### src/rtl/obj_row_walker_if.sv
// Output beat stream of obj_row_walker toward the object tile-address stage.
// Latency: none (signal bundle only).
// Backpressure: a beat transfers when out_valid and out_ready are both high.
// Signals: out_valid/out_ready handshake; out_x (LANES texel x, lane 0 in the low bits),
//          out_y (texel y), out_col (screen column of lane 0), out_last (final beat of the row).
interface obj_row_walker_if #(
  parameter int COORD_W = 7,
  parameter int LANES   = 2
);
  logic                     out_valid;
  logic                     out_ready;
  logic [LANES*COORD_W-1:0] out_x;
  logic [COORD_W-1:0]       out_y;
  logic [COORD_W-1:0]       out_col;
  logic                     out_last;

  modport master (
    output out_valid, out_x, out_y, out_col, out_last,
    input  out_ready
  );

  modport slave (
    input  out_valid, out_x, out_y, out_col, out_last,
    output out_ready
  );
endinterface

### src/rtl/obj_row_walker.sv
// Walks one sprite row left to right, emitting flipped texel coordinates LANES pixels per beat.
// Latency: start at cycle N gives the first beat at N+1, one beat per cycle, done the cycle after the last handshake.
// Backpressure: a beat is held stable with out_valid high until out_ready; start is ignored while busy.
// Ports: clock, reset (synchronous, active-high); start/row/hsize/vsize/hflip/vflip row request;
//        busy (RUN or DONE), done (one-cycle pulse on finish or rejection); stream = beat output (master).
// Optional build macro OBJ_MOSAIC_EN adds mosaic_en/mosaic_h horizontal mosaic quantisation.
module obj_row_walker #(
  parameter int COORD_W = 7,
  parameter int SIZE_W  = COORD_W + 1,
  parameter int LANES   = 2
) (
  input  logic               clock,
  input  logic               reset,
  input  logic               start,
  input  logic [COORD_W-1:0] row,
  input  logic [SIZE_W-1:0]  hsize,
  input  logic [SIZE_W-1:0]  vsize,
  input  logic               hflip,
  input  logic               vflip,
`ifdef OBJ_MOSAIC_EN
  input  logic               mosaic_en,
  input  logic [3:0]         mosaic_h,
`endif
  output logic               busy,
  output logic               done,
  obj_row_walker_if.master   stream
);

  typedef enum logic [1:0] {IDLE, RUN, DONE} state_t;

  state_t                   state;
  logic [SIZE_W-1:0]        hsize_q;
  logic                     hflip_q;

  logic                     row_ok;
  logic                     handshake;
  logic                     load;
  logic [SIZE_W-1:0]        src_col;
  logic [SIZE_W-1:0]        src_hsize;
  logic                     src_hflip;
  logic [SIZE_W-1:0]        s;
  logic [SIZE_W-1:0]        base;
  logic [LANES*COORD_W-1:0] ld_x;
  logic [COORD_W-1:0]       ld_y;
  logic                     ld_last;

`ifdef OBJ_MOSAIC_EN
  // Mosaic hold state for the column after the current beat: the quantised
  // base in force and how far into the current mosaic block that column is.
  logic                     men_q;
  logic [3:0]               mh_q;
  logic [SIZE_W-1:0]        mbase_q;
  logic [3:0]               mcnt_q;
  logic                     src_men;
  logic [3:0]               src_mh;
  logic [SIZE_W-1:0]        chain_base;
  logic [3:0]               chain_cnt;
`endif

  assign handshake = stream.out_valid && stream.out_ready;

  // Request validity: non-empty sprite, row inside it, width a whole number
  // of beats and no wider than the coordinate range.
  assign row_ok = (hsize != '0) && (vsize != '0)
               && (SIZE_W'(row) < vsize)
               && ((hsize & SIZE_W'(LANES - 1)) == '0)
               && (hsize <= (SIZE_W'(1) << COORD_W));

  assign load = ((state == IDLE) && start && row_ok)
             || ((state == RUN) && handshake && !stream.out_last);

  // Next beat: in IDLE it is the first beat of the requested row built from
  // the live inputs; in RUN it is the beat after the current one, built from
  // the values captured at start.
  always_comb begin
    if (state == IDLE) begin
      src_col   = '0;
      src_hsize = hsize;
      src_hflip = hflip;
    end else begin
      src_col   = SIZE_W'(stream.out_col) + SIZE_W'(LANES);
      src_hsize = hsize_q;
      src_hflip = hflip_q;
    end
`ifdef OBJ_MOSAIC_EN
    if (state == IDLE) begin
      src_men    = mosaic_en;
      src_mh     = mosaic_h;
      chain_base = '0;
      chain_cnt  = '0;
    end else begin
      src_men    = men_q;
      src_mh     = mh_q;
      chain_base = mbase_q;
      chain_cnt  = mcnt_q;
    end
`endif
    s    = '0;
    base = '0;
    ld_x = '0;
    for (int i = 0; i < LANES; i++) begin
      s = src_col + SIZE_W'(i);
`ifdef OBJ_MOSAIC_EN
      base = src_men ? chain_base : s;
      // Step the hold counter to column s+1: a new block starts once the
      // current one has covered mosaic_h+1 columns.
      if (chain_cnt == src_mh) begin
        chain_base = s + SIZE_W'(1);
        chain_cnt  = '0;
      end else begin
        chain_cnt  = chain_cnt + 4'd1;
      end
`else
      base = s;
`endif
      ld_x[i*COORD_W +: COORD_W] = COORD_W'(src_hflip ? (src_hsize - SIZE_W'(1) - base) : base);
    end
    ld_last = ((src_col + SIZE_W'(LANES)) == src_hsize);
    ld_y    = COORD_W'(vflip ? (vsize - SIZE_W'(1) - SIZE_W'(row)) : SIZE_W'(row));
  end

  // Control FSM: state plus the registered busy/done/out_valid flags.
  always_ff @(posedge clock) begin
    if (reset) begin
      state            <= IDLE;
      busy             <= 1'b0;
      done             <= 1'b0;
      stream.out_valid <= 1'b0;
    end else begin
      done <= 1'b0;
      case (state)
        IDLE: begin
          if (start) begin
            busy <= 1'b1;
            if (row_ok) begin
              state            <= RUN;
              stream.out_valid <= 1'b1;
            end else begin
              state <= DONE;
              done  <= 1'b1;
            end
          end
        end
        RUN: begin
          if (handshake && stream.out_last) begin
            state            <= DONE;
            stream.out_valid <= 1'b0;
            done             <= 1'b1;
          end
        end
        DONE: begin
          state <= IDLE;
          busy  <= 1'b0;
        end
        default: begin
          state <= IDLE;
          busy  <= 1'b0;
        end
      endcase
    end
  end

  // Beat registers: only change on a load, so a stalled beat holds steady.
  always_ff @(posedge clock) begin
    if (reset) begin
      stream.out_x    <= '0;
      stream.out_y    <= '0;
      stream.out_col  <= '0;
      stream.out_last <= 1'b0;
      hsize_q         <= '0;
      hflip_q         <= 1'b0;
`ifdef OBJ_MOSAIC_EN
      men_q           <= 1'b0;
      mh_q            <= '0;
      mbase_q         <= '0;
      mcnt_q          <= '0;
`endif
    end else if (load) begin
      stream.out_x    <= ld_x;
      stream.out_col  <= src_col[COORD_W-1:0];
      stream.out_last <= ld_last;
`ifdef OBJ_MOSAIC_EN
      mbase_q         <= chain_base;
      mcnt_q          <= chain_cnt;
`endif
      if (state == IDLE) begin
        stream.out_y <= ld_y;
        hsize_q      <= hsize;
        hflip_q      <= hflip;
`ifdef OBJ_MOSAIC_EN
        men_q        <= mosaic_en;
        mh_q         <= mosaic_h;
`endif
      end
    end
  end

endmodule

### src/flat_wrapper.sv
// flat-port wrapper written by rule: the top's interface ports become plain ports
module obj_row_walker_flat 
#(
  parameter int COORD_W = 7,
  parameter int SIZE_W  = COORD_W + 1,
  parameter int LANES   = 2
)
  (clock, reset, start, row, hsize, vsize, hflip, vflip, busy, done, stream_out_valid, stream_out_x, stream_out_y, stream_out_col, stream_out_last, stream_out_ready);
  obj_row_walker_if #(.COORD_W(COORD_W), .LANES(LANES)) stream_i ();
  input  logic clock;
  input  logic reset;
  input  logic start;
  input  logic [COORD_W-1:0] row;
  input  logic [SIZE_W-1:0] hsize;
  input  logic [SIZE_W-1:0] vsize;
  input  logic hflip;
  input  logic vflip;
  output logic busy;
  output logic done;
  output wire logic [$bits(stream_i.out_valid)-1:0] stream_out_valid;
  output wire logic [$bits(stream_i.out_x)-1:0] stream_out_x;
  output wire logic [$bits(stream_i.out_y)-1:0] stream_out_y;
  output wire logic [$bits(stream_i.out_col)-1:0] stream_out_col;
  output wire logic [$bits(stream_i.out_last)-1:0] stream_out_last;
  input wire logic [$bits(stream_i.out_ready)-1:0] stream_out_ready;
  assign stream_out_valid = stream_i.out_valid;
  assign stream_out_x = stream_i.out_x;
  assign stream_out_y = stream_i.out_y;
  assign stream_out_col = stream_i.out_col;
  assign stream_out_last = stream_i.out_last;
  assign stream_i.out_ready = stream_out_ready;
  obj_row_walker #(.COORD_W(COORD_W), .SIZE_W(SIZE_W), .LANES(LANES)) u_core (.clock(clock), .reset(reset), .start(start), .row(row), .hsize(hsize), .vsize(vsize), .hflip(hflip), .vflip(vflip), .busy(busy), .done(done), .stream(stream_i));
endmodule
### config.mk
export PLATFORM = sky130hd
export DESIGN_NAME = obj_row_walker_flat
export DESIGN_NICKNAME = d
export VERILOG_FILES = /design/src/rtl/obj_row_walker_if.sv /design/src/rtl/obj_row_walker.sv /design/src/flat_wrapper.sv
export SDC_FILE = /design/constraint.sdc
export NUM_CORES = 1
export LEC_CHECK = 0
export BUFFER_PORTS_ARGS = -buffer_cell sky130_fd_sc_hd__buf_2
export CAP_MARGIN = 10
export CORE_MARGIN = 5
export CORE_UTILIZATION = 44
export DETAILED_ROUTE_END_ITERATION = 8
export PLACE_DENSITY = 0.65
export SYNTH_ARGS = -nofsm -noshare
export SYNTH_HDL_FRONTEND = slang
export SYNTH_SLANG_ARGS = --single-unit
### constraint.sdc
create_clock -name clock -period 6.2 [get_ports clock]
set_input_delay 0.62 -clock clock [delete_from_list [all_inputs] [get_ports clock]]
set_output_delay 0.62 -clock clock [all_outputs]
set_load 0.02 [all_outputs]
Word-level counts from Yosys, hierarchy flattened --
Index checks and enable logic that the tools add are counted.
Word-level totals: register bits after elaboration 43, word-level logic and storage cells 67
Operators by class: add/subtract/negate cells 8, order comparisons 2, eq/ne operators 5, mux-type cells 20, bitwise operators 1, reductions and logical operators 21
Operators by type and width (number):
- $mux 7 | 3
- $sub 7x7->7 | 3
- $mux 8 | 2
- $reduce_bool 8->1 | 2
- $sub 7x1->7 const B | 2
- $logic_and 1x1->1 | 10
- $add 7x2->8 const B | 1
- $add 8x2->8 const B | 1
- $eq 8x8->1 | 1
- $le 8x8->1 const B | 1
- $logic_not 8->1 | 1
- $lt 7x8->1 | 1
- $mux 1 | 8
- $add 7x1->7 const B | 1
- $mux 2 | 3
- $pmux 1 s2 | 3
- $reduce_and 2->1 | 3
- $ne 2x2->1 const B | 2
- $pmux 2 s2 | 1
- $reduce_and 4->1 | 1
- $eq 2x1->1 const B | 1
- $logic_not 2->1 | 1
- $ne 2x1->1 const B | 1
- $reduce_bool 2->1 | 1
- other kinds (3) | 3

Longest topological paths before layout --
depth after elaboration 8, depth in mapped cells 15, depth with buffers taken out 14

Least setup slack after synthesis --
Ideal clock, no wire load.
path type flip-flop to flip-flop, from reg u_core.state[1], to reg u_core.stream.out_x[6], data arrival time 3.024 ns, setup slack 3.085 ns, stages on the path, launching flop included 15, clock period less this slack 3.115 ns, cell sequence dfxtp_1 > nor2_1 > buf_6 > clkbuf_1 > nand2_1 > nand2_1 > ha_1 > inv_1 > fa_1 > a211oi_1 > o21bai_1 > a21oi_1 > xor3_1 > or3_1 > a311oi_1
Between the ends: word-level cells in the longest chain between the ends 5
RTL lines:
- start: declaration | RTL line obj_row_walker.sv:31 | state_t state;
- start signal: assignment | RTL line obj_row_walker.sv:125 | state <= IDLE;
- start signal: assignment | RTL line obj_row_walker.sv:136 | state <= RUN;
- start signal: assignment | RTL line obj_row_walker.sv:139 | state <= DONE;
- $logic_not 2->1 | RTL line obj_row_walker.sv:76 | if (state == IDLE) begin
- $mux 8
- named net u_core.src_hsize[0] | RTL line obj_row_walker.sv:39 | logic [SIZE_W-1:0] src_hsize;
- $sub 7x1->7 | RTL line obj_row_walker.sv:116 | ld_x[i*COORD_W +: COORD_W] = COORD_W'(src_hflip ? (src_hsize - SIZE_W'(1) - base) : base);
- $sub 7x7->7 | RTL line obj_row_walker.sv:116
- $mux 7 | RTL line obj_row_walker.sv:116
- end signal: assignment | RTL line obj_row_walker.sv:179 | stream.out_x <= ld_x;
- end: declaration | RTL line obj_row_walker_if.sv:18 | output out_valid, out_x, out_y, out_col, out_last,
The timed path passes the listed nets, and every way through them passes these cells. A chain may end at the register's enable or synchronous reset.

Worst setup path in the final report --
from reg u_core.state[0], to reg u_core.stream.out_x[12]
Between the ends: word-level cells in the longest chain between the ends 5
RTL lines:
- $logic_not 2->1 * | RTL line obj_row_walker.sv:76
- $mux 8 * | RTL line obj_row_walker.sv:76
- named net u_core.src_col[1] | RTL line obj_row_walker.sv:38 | logic [SIZE_W-1:0] src_col;
- $add 7x1->7 * | RTL line obj_row_walker.sv:102 | s = src_col + SIZE_W'(i);
- $sub 7x7->7 | RTL line obj_row_walker.sv:116
- $mux 7 * | RTL line obj_row_walker.sv:116
The timed path passes the listed nets; every way through them passes the cells marked *.

==> qor.csv <==
stage,metric,value,unit
run_status,run status,finished clean,
floorplan,Placeable Area,0.00765,mm^2
finish,layout overhead on the synthesized area,14.5,%
timing,worst slew margin relative to its limit,0.298,
setup_path,worst reg2reg path startpoint,u_core.state[0],
route,top routing layer used,met4,
setup_path,data arrival time of the critical path,3.96,ns
global_routing,global-route wire length before repair,15400,um
clocking,clock tree from TritonCTS,yes,
route,Iter 0 DRT Violations,155,
global_routing,pin count of the biggest net entering global routing,45,
clocking,clock root buffer master,clkbuf_8,
synth,Seq cells post-synth,43,
floorplan,initial cell density of the core,0.446,
synth,Netlist cell types,59,
run,max-capacitance violation count,0,
finish,ratio of cells with drive above 1 in the final layout,0.168,
setup_path,"Largest delay share family, worst path",simple AND/OR/NAND/NOR gates,
pwr,leakage dissipation,1.71,nW
finish,number of nets in the final layout,538,
route,average via count per standard cell,5.63,
setup_path,number of logic stages on the critical path including buffering,12,
clocking,CTS buffer count,5,
finish,Finished Core Util,0.511,
route,met2 routed wirelength,4350,um
pwr,power density over the cells,205,mW/mm^2
floorplan,x dimension of the die,98.1,um
global_routing,Overflow after GRT,0,
timing,Max Slew Vio Count,0,
place,total cell area at the placement stage,0.00379,mm^2
clocking,post-CTS setup-driven buffer insertion count,0,
min_path,Hold Crit Endpoint,u_core.stream.out_x[7],
global_routing,via count of the first global-routing pass,3122,
min_path,start point of the worst min-delay path,u_core.stream.out_x[7],
synth,synthesized area per cell,7.97,um^2
timing,Max Freq,266,MHz
route,Final ANT Viol Nets,0,
timing,total count of hold-check failures in the final report,0,
min_path,worst min path class,reg2reg,
finish,post-layout instance area,0.00391,mm^2
setup_path,reg-to-reg endpoint,u_core.stream.out_x[12],
clocking,# resized after CTS,0,
clocking,clock insertion delay at the later pin of the skew report,0.30,ns
synth,cells after synthesis,428,
place,Final HPWL DP,7140,um
synth,top flip-flop cell by instance count after synthesis,dfxtp_1,
synth,synthesized netlist net count,486,
finish,number of diodes,0,
global_routing,antenna violations before repair,0,
timing,slew at the pin closest to its max-slew limit,1.05,ns
floorplan,number of primary I/O pins,61,
setup_path,"Max FO, Critical Path",13,
clocking,Max clock buf depth,2,
synth,Post-synth EDFFs,0,
timing,Setup TNS Final,0,ns
setup_path,reg2reg path depth,12,
place,"worst slack, placed",2.47,ns
route,drt total wl,9290,um
finish,most common library cell in the layout ignoring fill and taps,buf_2,
synth,YS warnings,0,
setup_path,WP data required,6.40,ns
setup_path,startpoint types,flip-flop,
setup_path,capturing element type of the critical path,flip-flop,
setup_path,"Worst Path Class, Setup",reg2reg,
floorplan,die area,0.00962,mm^2
timing,Tcrit/Tclk final,0.606,
route,drt first pass iters,4,
floorplan,DIE HEIGHT,98.1,um
timing,worst setup slack after layout,2.44,ns
route,Via Count,3282,
setup_path,highest-delay cell along the critical path,dfxtp_1,
setup_path,combined buffer and inverter count along the critical path,2,
place,global placer's final weighted congestion,0.893,
global_routing,All-Layer GR Usage,0.194,
route,detailed route wirelength on metal3,400,um
pwr,maximum vdd drop,0.117,mV
setup_path,CP Cell Sequence,or2_1 -> nand2b_1 -> inv_1 -> ha_1 -> nor3b_1 -> nand4_1 -> xnor2_1 -> ha_1 -> inv_1 -> a21oi_1 -> or3b_2 -> a311oi_1,
clocking,H-tree level count,2,
clocking,post-cts hold buffer count,0,
finish,Fillers,760,
setup_path,"setup slack, reg-to-reg",2.44,ns
timing,total setup violations reported at the end of the flow,0,
route,post-route met1 wirelength,4430,um
timing,minimum clock period,3.76,ns
route,mean routed wirelength per cell,15.9,um
timing,setup repair after global routing missed its margin,no,
timing,worst clock skew on the final layout,0.00536,ns
place,count of buffers inserted at the top-level ports,60,
synth,sequential fraction of the synthesis area,0.252,
floorplan,total number of placement rows,32,
min_path,number of cells on the worst hold path,2,
setup_path,delay of the slowest cell on the worst path,0.57,ns
finish,most used cells in the layout excluding fill and tap cells,"60 x buf_2, 43 x dfxtp_1, 38 x nor2_1, 37 x nand2_1, 32 x inv_1",
clocking,clock-pin transition on the worst setup and hold timing paths,0.08,ns
clocking,number of clock sinks,43,
synth,cell area after synthesis,0.00341,mm^2
synth,share of synthesized flip-flops with an asynchronous set or reset,0,
route,number of remaining DRC errors,0,
==> cell usage after synthesis (3+ instances only) <==
master,n,area [um^2]
o21a_1,4,30.0
o21ai_1,3,15.0
inv_1,32,120
nor4_1,6,37.5
or3_1,6,37.5
xnor2_1,14,123
and3_1,3,18.8
o2111ai_1,3,26.3
nand2_1,37,139
xor2_1,9,78.8
o21ai_0,16,80.1
a21oi_1,31,155
ha_1,26,325
clkbuf_1,13,48.8
a211oi_1,16,120
buf_2,5,25.0
o21bai_1,5,37.5
mux2i_1,17,170
a311oi_1,7,61.3
nor2b_1,4,25.0
a21o_1,5,37.5
fa_1,3,60.1
nor2_1,38,143
dfxtp_1,43,861
nand3_1,10,50.1
nor3_1,25,125
nand2b_1,6,37.5
==> layout make-up <==
class                      count  area (um^2)  area share
multi-input combinational    333         2340       0.600
sequential                    43          861       0.220
timing repair buffer          65          338      0.0865
tap                          102          128      0.0327
inverter                      32          120      0.0307
clock buffer                   6         82.6      0.0211
clock inverter                 2         35.0     0.00897
==> layer usage <==
metal	GRT usage	up-vias
met5	0	-
met4	0.0522	0
met3	0.0300	10
met2	0.313	89
met1	0.270	1545
li1	-	1638
==> how the worst max path moves through the flow <==
| stage | start | to | slack [ns] |
|---|---|---|---|
| 6_report | u_core.state[0] | u_core.stream.out_x[12] | 2.44 |
| 2_1_floorplan | u_core.state[1] | u_core.stream.out_x[6] | 3.08 |
| 3_5_place_dp | u_core.state[0] | u_core.stream.out_x[13] | 2.47 |
| 4_1_cts | u_core.state[0] | u_core.stream.out_x[12] | 2.44 |
| 3_3_place_gp | u_core.state[0] | u_core.stream.out_x[13] | 2.55 |
| 5_1_grt | u_core.state[0] | u_core.stream.out_x[13] | 2.12 |
==> through the flow <==
step / hold WS (ns) / total power, W / cells
floorplan: 0.489 / 0.000507 / 428
global placement: 0.443 / 0.000570 / 575
detailed placement: 0.448 / 0.000574 / 575
CTS: 0.462 / 0.000807 / 583
global route: 0.471 / 0.000852 / 583
finish: 0.457 / 0.000800 / 583
==> worst reg2reg max path: stages, from the launching register on <==
cell,delay (ns)
dfxtp_1,0.57
or2_1,0.47
nand2b_1,0.23
inv_1,0.16
ha_1,0.21
nor3b_1,0.44
nand4_1,0.19
xnor2_1,0.23
ha_1,0.28
inv_1,0.07
a21oi_1,0.05
or3b_2,0.45
a311oi_1,0.30
==> sequential cells by signal, indices dropped and copies added (netlist names) <==
name,count
u_core.busy,1
u_core.done,1
u_core.hflip_q,1
u_core.hsize_q,8
u_core.state,2
u_core.stream.out_col,7
u_core.stream.out_last,1
u_core.stream.out_valid,1
u_core.stream.out_x,14
u_core.stream.out_y,7
==> cell families (layout without fill, tap and decap cells) <==
kind of cell,Yosys count,count (layout),synth area share
and+or+nand+nor,144,144,0.204
muxes,19,19,0.0583
xor gates and xnor gates,27,27,0.0862
DFF,43,43,0.252
buffers and inverters,52,105,0.0612
AOI/OAI and AO/OA,114,114,0.225
adders and majority gates,29,29,0.113
==> report_power, final <==
| part | internal [W] | switching [W] | leakage [nW] | total, W |
|---|---|---|---|---|
| Clock | 0.000130 | 0.0000975 | 0.0612 | 0.000228 |
| Sequential | 0.000288 | 0.00000982 | 0.349 | 0.000298 |
| Combinational | 0.000114 | 0.000160 | 1.30 | 0.000274 |
No activity file was read; power rests on OpenSTA's default activity.
